$ cat src/rtl/ahb_pkg.sv
// Shared AHB-lite definitions for the burst address generator:
// transfer-type encoding, HBURST/HSIZE codes and burst geometry helpers.
package ahb_pkg;

  typedef enum logic [1:0] {
    HT_IDLE   = 2'b00,
    HT_BUSY   = 2'b01,
    HT_NONSEQ = 2'b10,
    HT_SEQ    = 2'b11
  } htrans_t;

  localparam logic [2:0] HBURST_SINGLE = 3'b000;
  localparam logic [2:0] HBURST_INCR   = 3'b001;
  localparam logic [2:0] HBURST_WRAP4  = 3'b010;
  localparam logic [2:0] HBURST_INCR4  = 3'b011;
  localparam logic [2:0] HBURST_WRAP8  = 3'b100;
  localparam logic [2:0] HBURST_INCR8  = 3'b101;
  localparam logic [2:0] HBURST_WRAP16 = 3'b110;
  localparam logic [2:0] HBURST_INCR16 = 3'b111;

  localparam logic [2:0] HSIZE_BYTE = 3'b000;
  localparam logic [2:0] HSIZE_HALF = 3'b001;
  localparam logic [2:0] HSIZE_WORD = 3'b010;

  // Undefined-length INCR is not supported and runs as a single beat.
  function automatic logic [4:0] beats_of(input logic [2:0] hburst);
    logic [4:0] n;
    case (hburst)
      HBURST_WRAP4,  HBURST_INCR4:  n = 5'd4;
      HBURST_WRAP8,  HBURST_INCR8:  n = 5'd8;
      HBURST_WRAP16, HBURST_INCR16: n = 5'd16;
      default:                      n = 5'd1;
    endcase
    return n;
  endfunction

  function automatic logic is_wrap(input logic [2:0] hburst);
    return (hburst == HBURST_WRAP4) || (hburst == HBURST_WRAP8) ||
           (hburst == HBURST_WRAP16);
  endfunction

  // Sizes above a word are not supported; they run as word transfers.
  function automatic logic [2:0] clamp_size(input logic [2:0] hsize);
    return (hsize > HSIZE_WORD) ? HSIZE_WORD : hsize;
  endfunction

  // Low address bits that cycle within the wrap span (beats * bytes - 1);
  // zero for incrementing bursts. Largest span is 16 words = 64 bytes.
  function automatic logic [6:0] wrap_mask(input logic [2:0] hburst,
                                           input logic [2:0] hsize);
    logic [6:0] span;
    span = 7'(beats_of(hburst)) << hsize;
    return is_wrap(hburst) ? (span - 7'd1) : 7'd0;
  endfunction

endpackage

$ cat src/rtl/ahb_addr_step.sv
// Combinational next-beat address for incrementing and wrapping bursts.
module ahb_addr_step
  import ahb_pkg::*;
#(
  parameter int ADDR_W = 32
) (
  input  logic [ADDR_W-1:0] addr,
  input  logic [2:0]        hburst,
  input  logic [2:0]        hsize,
  output logic [ADDR_W-1:0] next_addr
);

  logic [ADDR_W-1:0] step;
  logic [ADDR_W-1:0] inc;
  logic [ADDR_W-1:0] mask;

  // Wrapping bursts keep the bits above the span and let the low bits roll over.
  always_comb begin
    step = ADDR_W'(1) << hsize;
    inc  = addr + step;
    mask = ADDR_W'(wrap_mask(hburst, hsize));
    if (is_wrap(hburst)) begin
      next_addr = (addr & ~mask) | (inc & mask);
    end else begin
      next_addr = inc;
    end
  end

endmodule

$ cat src/rtl/ahb_burst_master_addr.sv
// AHB-lite initiator address phase: FSM, beat counter and registered
// haddr/htrans/hburst/hsize. The FSM state register drives htrans directly.
//
// Handshake: an address phase (NONSEQ or SEQ) is accepted on a rising edge
// where hready=1; with hready=0 nothing moves. start is a level request that
// is honoured only in IDLE and must stay high until active rises; done is a
// single-cycle indication (while hready stays high) that the last beat left.
module ahb_burst_master_addr
  import ahb_pkg::*;
#(
  parameter int ADDR_W = 32
) (
  input  logic              hclk,
  input  logic              hrst,
  input  logic              start,
  input  logic [ADDR_W-1:0] start_addr,
  input  logic [2:0]        burst_in,
  input  logic [2:0]        size_in,
  input  logic              stall_req,
  input  logic              hready,
  output logic [ADDR_W-1:0] haddr,
  output logic [1:0]        htrans,
  output logic [2:0]        hburst,
  output logic [2:0]        hsize,
  output logic              active,
  output logic              done
);

  htrans_t           state_q, state_d;
  logic [ADDR_W-1:0] haddr_q, haddr_d;
  logic [2:0]        hburst_q, hburst_d;
  logic [2:0]        hsize_q, hsize_d;
  logic [3:0]        rem_q, rem_d;
  logic              active_q, active_d;
  logic              done_q, done_d;
  logic [ADDR_W-1:0] next_addr;
  logic [2:0]        size_c;

  ahb_addr_step #(.ADDR_W(ADDR_W)) u_step (
    .addr      (haddr_q),
    .hburst    (hburst_q),
    .hsize     (hsize_q),
    .next_addr (next_addr)
  );

  assign size_c = clamp_size(size_in);

  // Next-state and next-output logic; rem_q counts beats after the one on haddr.
  always_comb begin
    state_d  = state_q;
    haddr_d  = haddr_q;
    hburst_d = hburst_q;
    hsize_d  = hsize_q;
    rem_d    = rem_q;
    active_d = active_q;
    done_d   = done_q;
    if (hready) begin
      case (state_q)
        HT_IDLE: begin
          done_d = 1'b0;
          if (start) begin
            state_d  = HT_NONSEQ;
            haddr_d  = start_addr & ~((ADDR_W'(1) << size_c) - ADDR_W'(1));
            hburst_d = burst_in;
            hsize_d  = size_c;
            rem_d    = 4'(beats_of(burst_in) - 5'd1);
            active_d = 1'b1;
          end
        end
        HT_NONSEQ, HT_SEQ: begin
          if (rem_q == 4'd0) begin
            state_d  = HT_IDLE;
            active_d = 1'b0;
            done_d   = 1'b1;
          end else begin
            rem_d   = rem_q - 4'd1;
            haddr_d = next_addr;
            state_d = stall_req ? HT_BUSY : HT_SEQ;
          end
        end
        HT_BUSY: begin
          if (!stall_req) begin
            state_d = HT_SEQ;
          end
        end
        default: state_d = HT_IDLE;
      endcase
    end
  end

  // State and output registers with synchronous reset.
  always_ff @(posedge hclk) begin
    if (hrst) begin
      state_q  <= HT_IDLE;
      haddr_q  <= '0;
      hburst_q <= '0;
      hsize_q  <= '0;
      rem_q    <= '0;
      active_q <= 1'b0;
      done_q   <= 1'b0;
    end else begin
      state_q  <= state_d;
      haddr_q  <= haddr_d;
      hburst_q <= hburst_d;
      hsize_q  <= hsize_d;
      rem_q    <= rem_d;
      active_q <= active_d;
      done_q   <= done_d;
    end
  end

  assign haddr  = haddr_q;
  assign htrans = state_q;
  assign hburst = hburst_q;
  assign hsize  = hsize_q;
  assign active = active_q;
  assign done   = done_q;

endmodule

$ cat config.mk
export PLATFORM = sky130hd
export DESIGN_NAME = ahb_burst_master_addr
export DESIGN_NICKNAME = d
export VERILOG_FILES = /design/src/rtl/ahb_pkg.sv /design/src/rtl/ahb_addr_step.sv /design/src/rtl/ahb_burst_master_addr.sv
export SDC_FILE = /design/constraint.sdc
export NUM_CORES = 1
export LEC_CHECK = 0
export BUFFER_PORTS_ARGS = -buffer_cell sky130_fd_sc_hd__buf_2
export CORE_MARGIN = 2
export CORE_UTILIZATION = 40
export CTS_BUF_LIST = sky130_fd_sc_hd__clkbuf_8
export DETAILED_ROUTE_END_ITERATION = 7
export GPL_ROUTABILITY_DRIVEN = 0
export SLEW_MARGIN = 30
export SYNTH_ARGS = -nofsm -noshare
export SYNTH_HDL_FRONTEND = slang
export SYNTH_SLANG_ARGS = --single-unit
export TNS_END_PERCENT = 100
$ cat constraint.sdc
create_clock -name hclk -period 5.2 [get_ports hclk]
set_input_delay 0.26 -clock hclk [delete_from_list [all_inputs] [get_ports hclk]]
set_output_delay 0.26 -clock hclk [all_outputs]
set_load 0.005 [all_outputs]
==> results of run 1 <==
[worst paths after layout]
path / endpoint / cells past startpoint
setup / recovery: haddr[19]$_SDFFE_PP0P_ / 9
hold reg to reg: done$_SDFFE_PP0P_ / 2
setup reg to reg: haddr[19]$_SDFFE_PP0P_ / 9
hold / removal: hburst[0]$_SDFFE_PP0P_ / 3
[metal layers]
layer  vias up  global-route usage, %  wire length (microns)
li1       1824                      -                      -
met1      1754                   31.5                   4650
met2       125                   36.9                   4740
met3        15                   3.05                    684
met4         0                   6.31                    200
met5         -                      0                      0
[cell families after synthesis]
family	count (synthesis)	synth area share, %
xor+xnor	9	2.34
fa+ha+maj	11	4.31
simple gates	176	27.1
mux	6	1.86
buf+inv	46	6.36
flops	46	27.4
compound gates	154	30.6
[per-stage QoR]
step | setup WS (ns) | utilization (%)
floorplan | 2.41 | -
global route | 1.53 | 47.9
finish | 1.92 | 47.9
CTS | 1.93 | 47.8
detailed placement | 1.97 | 46.7
global placement | 2.08 | 46.7
[final cells by class]
type / instances / area, sq um / area share (%)
Tap cell: 105 / 131 / 3.36
Timing Repair Buffer: 91 / 475 / 12.1
Sequential cell: 46 / 921 / 23.5
Clock inverter: 2 / 12.5 / 0.320
Inverter: 16 / 60.1 / 1.53
Multi-Input combinational cell: 356 / 2230 / 57.0
Clock buffer: 6 / 82.6 / 2.11
[Yosys cell counts, types with 3 or more instances]
| library cell | number |
|---|---|
| a211oi_1 | 6 |
| a21o_1 | 5 |
| a21oi_1 | 48 |
| a22oi_1 | 5 |
| a311oi_1 | 5 |
| a31oi_1 | 11 |
| and3_1 | 12 |
| buf_2 | 7 |
| clkbuf_1 | 17 |
| dfxtp_1 | 46 |
| ha_1 | 10 |
| inv_1 | 15 |
| mux2i_1 | 4 |
| nand2_1 | 41 |
| nand2b_1 | 9 |
| nand3_1 | 12 |
| nand3b_1 | 3 |
| nand4_1 | 5 |
| nor2_1 | 38 |
| nor2b_1 | 4 |
| nor3_1 | 14 |
| nor4_1 | 10 |
| o211ai_1 | 11 |
| o21a_1 | 5 |
| o21ai_0 | 20 |
| o311ai_0 | 3 |
| o31a_1 | 3 |
| o32ai_1 | 3 |
| or2_2 | 4 |
| or3_1 | 8 |
| or4_1 | 9 |
| xnor2_1 | 6 |
| xor2_1 | 3 |
[tightest hold or removal path, stage by stage]
cell and delay, ns:
buf_2 0.10, nand2_1 0.04, a21oi_1 0.05
[power by group]
| part | switching, mW | leakage [nW] | internal [mW] | total [mW] |
|---|---|---|---|---|
| clock network | 0.138 | 0.0472 | 0.107 | 0.245 |
| registers | 0.0387 | 0.377 | 0.377 | 0.416 |
| logic | 0.121 | 1.17 | 0.0956 | 0.217 |
==> run_results.csv, run 1 <==
group,metric,value,unit
placed_design,placed_cells,614,
setup_path,crit_family,"compound AO/OA/AOI/OAI gates",
setup_path,crit_type,"reg2reg",
setup_path,cp-end-kind,"register",
setup_path,start_kind,"register",
clock_tree,hold_buffers,0,
grt,grt_usage,22.7,%
detailed_routing,drc,0,
die,fp.dieW,95.7,microns
yosys,syn-cell-area,3360,sq um
grt,grt_antenna_before_repair,0,
final_layout,antennaDiodeCount,0,
yosys,synth-seq-cells,46,
sta,hold_slack,0.185,ns
power_and_ir_drop,powerDensity,224,nW/um^2
final_layout,drive_gt1_share,22.2,%
yosys,syn_area_per_cell,7.51,sq um
final_layout,final_common_cell,"buf_2",
clock_tree,post_cts_resized,0,
sta,post-route-min-period,3.28,ns
placed_design,port_buffers,84,
setup_path,r2r_start,"hsize[1]$_SDFFE_PP0P_",
yosys,synth_area_leaders,"dfxtp_1, a21oi_1, nand2_1",
yosys,ys_seq_area_share,27.4,%
yosys,synthFlopType,"dfxtp_1",
final_layout,num-nets-final,570,
clock_tree,clock_latency,0.31,ns
placed_design,hpwlAfterDp,7.32,mm
grt,first_global_vias,3266,
die,core_area,8180,sq um
status,status,"complete, no violations",
sta,tightest_slew,0.922,ns
sta,grt_setup_unrepaired,"no",
sta,slew_violations,0,
yosys,synth_cell_type_count,67,
detailed_routing,wl_per_cell,16.5,microns
final_layout,instances_no_fill,622,
run,maxCapViolCount,0,
yosys,synth_top_area_share,27.4,%
yosys,async_reset_ff_share,0,%
sta,finalCritPeriodShare,63.0,%
clock_tree,clock_sinks,46,
grt,grt_max_degree,51,
sta,hold_violations,0,
die,io_pins,85,
setup_path,critPathSlowestCell,"o21ai_1",
setup_path,cp.required,5.44,ns
power_and_ir_drop,p_leak,1.59,nW
sta,fin_tns_setup,0,ns
setup_path,critPathMaxStageDelay,0.76,ns
detailed_routing,via_count,3718,
yosys,yosysTopAreaCell,"dfxtp_1",
clock_tree,htreeDepth,2,
die,start_util,41.2,%
sta,finClkSkew,0.00544,ns
detailed_routing,dr.first_iter.drc_count,186,
final_layout,stdcell_area,3910,sq um
clock_tree,cts-root-buf,"clkbuf_8",
detailed_routing,viasPerCell,5.98,
final_layout,final_cell_mix,"buf_2, a21oi_1, dfxtp_1, nand2_1, nor2_1",
min_path,min_from,"burst_in[0]",
grt,grt_pass1_wl,16.3,mm
sta,setup_viol,0,
clock_tree,cts-buffers-inserted,5,
setup_path,crit_path_frequent_cell,"a21oi_1",
setup_path,crit_buf_inv,1,
placed_design,dpl_cell_area,3810,sq um
clock_tree,clk_pin_slew,0.10,ns
clock_tree,cts_tree,"done",
yosys,syn-num-nets,502,
setup_path,crit_chain,"inv_1 -> nor3b_1 -> ha_1 -> a21o_1 -> a21oi_1 -> a21oi_1 -> o21ai_1 -> mux2_2 -> a21oi_1",
setup_path,r2r_setup_slack,1.92,ns
die,die_area,9160,sq um
min_path,hold_path.class,"in2reg",
detailed_routing,finalWirelength,10.3,mm
yosys,ys_warn_count,0,
sta,slew_headroom,38.1,%
detailed_routing,postRouteAntennaNets,0,
final_layout,synthToLayoutAreaGrowth,16.3,%
setup_path,critical_path_arrival,3.52,ns
grt,grt_overflow,0,
clock_tree,cts_buffer_depth,2,
setup_path,path_max_fanout,13,
detailed_routing,first_pass_iters,5,
die,rows,33,
sta,clock.fmax,0.305,GHz
clock_tree,cts_setup_buffers,0,
final_layout,fill_cells,840,
yosys,synth_edf_count,0,
setup_path,crit_start,"hsize[1]$_SDFFE_PP0P_",
power_and_ir_drop,irDropWorstVdd,0.000145,V
yosys,synthCells,448,
power_and_ir_drop,p_total,0.878,mW
die,dieHeight,95.7,microns
No activity file was read; power rests on OpenSTA's default activity.
==> inputs of run 2 (changes only) <==
==> constraint.sdc (replaced) <==
create_clock -name hclk -period 3.1 [get_ports hclk]
set_input_delay 0.155 -clock hclk [delete_from_list [all_inputs] [get_ports hclk]]
set_output_delay 0.155 -clock hclk [all_outputs]
set_load 0.005 [all_outputs]
==> run_results.csv, run 2 (same netlist as run 1, synthesis figures left out) <==
group,metric,value,unit
status,status,"complete, no violations",
clock_tree,clk_pin_slew,0.11,ns
sta,finClkSkew,0.0158,ns
min_path,hold_path.class,"in2reg",
detailed_routing,viasPerCell,5.92,
sta,finalCritPeriodShare,91.9,%
sta,fin_tns_setup,0,ns
final_layout,num-nets-final,578,
detailed_routing,dr.first_iter.drc_count,202,
setup_path,crit_family,"simple AND/OR/NAND/NOR gates",
clock_tree,cts-root-buf,"clkbuf_8",
final_layout,antennaDiodeCount,0,
clock_tree,cts_buffer_depth,2,
sta,setup_viol,0,
detailed_routing,finalWirelength,10.4,mm
detailed_routing,first_pass_iters,4,
sta,slew_violations,0,
sta,post-route-min-period,2.85,ns
run,maxCapViolCount,0,
setup_path,start_kind,"register",
clock_tree,htreeDepth,2,
sta,tightest_slew,0.615,ns
detailed_routing,wl_per_cell,16.4,microns
die,core_area,8180,sq um
grt,grt_antenna_before_repair,0,
placed_design,port_buffers,84,
grt,grt_pass1_wl,17.1,mm
setup_path,crit_type,"reg2reg",
setup_path,critical_path_arrival,3.09,ns
grt,first_global_vias,3408,
setup_path,critPathSlowestCell,"or4_1",
detailed_routing,via_count,3728,
final_layout,fill_cells,855,
grt,grt_usage,23.5,%
final_layout,final_cell_mix,"buf_2, a21oi_1, dfxtp_1, nand2_1, nor2_1",
clock_tree,hold_buffers,0,
sta,hold_violations,0,
clock_tree,clock_latency,0.32,ns
final_layout,drive_gt1_share,23.6,%
die,rows,33,
sta,slew_headroom,58.7,%
sta,hold_slack,0.0659,ns
setup_path,path_max_fanout,13,
sta,grt_setup_unrepaired,"no",
die,dieHeight,95.7,microns
grt,grt_overflow,0,
die,start_util,41.2,%
die,die_area,9160,sq um
detailed_routing,drc,0,
clock_tree,cts_tree,"done",
final_layout,synthToLayoutAreaGrowth,19.3,%
clock_tree,cts-buffers-inserted,5,
power_and_ir_drop,powerDensity,369,nW/um^2
setup_path,crit_buf_inv,1,
sta,setup_ws,0.251,ns
setup_path,crit_chain,"nor3_1 -> ha_1 -> inv_1 -> fa_1 -> nand2b_1 -> a21oi_2 -> o21ai_1 -> or4_1 -> a31oi_1",
power_and_ir_drop,irDropWorstVdd,0.000184,V
final_layout,final_common_cell,"buf_2",
placed_design,hpwlAfterDp,7.45,mm
setup_path,cp.required,3.34,ns
sta,clock.fmax,0.351,GHz
power_and_ir_drop,p_leak,1.63,nW
setup_path,cp-end-kind,"register",
clock_tree,clock_sinks,46,
die,io_pins,85,
die,fp.dieW,95.7,microns
detailed_routing,postRouteAntennaNets,0,
grt,grt_max_degree,51,
placed_design,dp_slack,0.176,ns
setup_path,critPathMaxStageDelay,0.55,ns
[run 2: cell types whose count changed in the layout (fill, tap and decap cells not counted), sizes merged]
cell	change
inv	+1
buf	+8
clkinv	-1
clkbuf	-1
clkinvlp	+1
[run 2: where the power goes]
group,switching (mW),total (mW),internal [mW],leakage (nW)
Combinational,0.208,0.374,0.167,1.21
Sequential,0.0633,0.696,0.633,0.377
Clock,0.247,0.409,0.162,0.0408
[run 2: cell type report]
type                    instances  area (sq um)  share of cell area [%]
clock buffers                   5          68.8                    1.71
clock inverters                 3          23.8                   0.592
inverters                      16          60.1                    1.50
multi-input cells             356          2240                    55.9
flip-flops and latches         46           922                    23.0
well taps                     105           131                    3.27
repair buffers                 99           566                    14.1
[run 2: final timing paths]
check	startpoint	endpoint	slack [ns]	cells past startpoint
setup / recovery	hsize[0]$_SDFFE_PP0P_	haddr[16]$_SDFFE_PP0P_	0.25	9
hold / removal	burst_in[0]	hburst[0]$_SDFFE_PP0P_	0.07	3
setup reg to reg	hsize[0]$_SDFFE_PP0P_	haddr[16]$_SDFFE_PP0P_	0.25	9
hold reg to reg	done$_SDFFE_PP0P_	done$_SDFFE_PP0P_	0.49	2
[run 2: what timing repair did]
item | 4_1_cts | 5_1_grt
resized for setup | 0 | 4
setup endpoints to repair | 0 | 12
setup buffers | 0 | 0
[run 2: metal layers]
| layer | GRT usage, % | wire length, microns | part of all wire, % | vias up |
|---|---|---|---|---|
| li1 | - | - | - | 1839 |
| met1 | 32.7 | 4880 | 47 | 1755 |
| met2 | 38.0 | 4730 | 46 | 121 |
| met3 | 2.98 | 602 | 5.8 | 13 |
| met4 | 7.14 | 140 | 1.4 | 0 |
| met5 | 0 | 0 | 0 | - |
[run 2: per-stage QoR]
stage / util, % / area (sq um) / instances / total power [mW]
after CTS: 48.6 / 3970 / 629 / 1.48
final: 49.1 / 4010 / 630 / 1.48
after global placement: 47.5 / 3880 / 621 / 1.07
after detailed placement: 47.5 / 3880 / 621 / 1.08
after global routing: 49.1 / 4010 / 630 / 1.57
after floorplan: - / 3360 / 448 / 0.933
[run 2: worst register-to-register path, cell delays in order, from the launching register on]
cell and delay, ns:
dfxtp_1 0.44, nor3_1 0.22, ha_1 0.21, inv_1 0.06
fa_1 0.39, nand2b_1 0.20, a21oi_2 0.28, o21ai_1 0.29
or4_1 0.55, a31oi_1 0.14
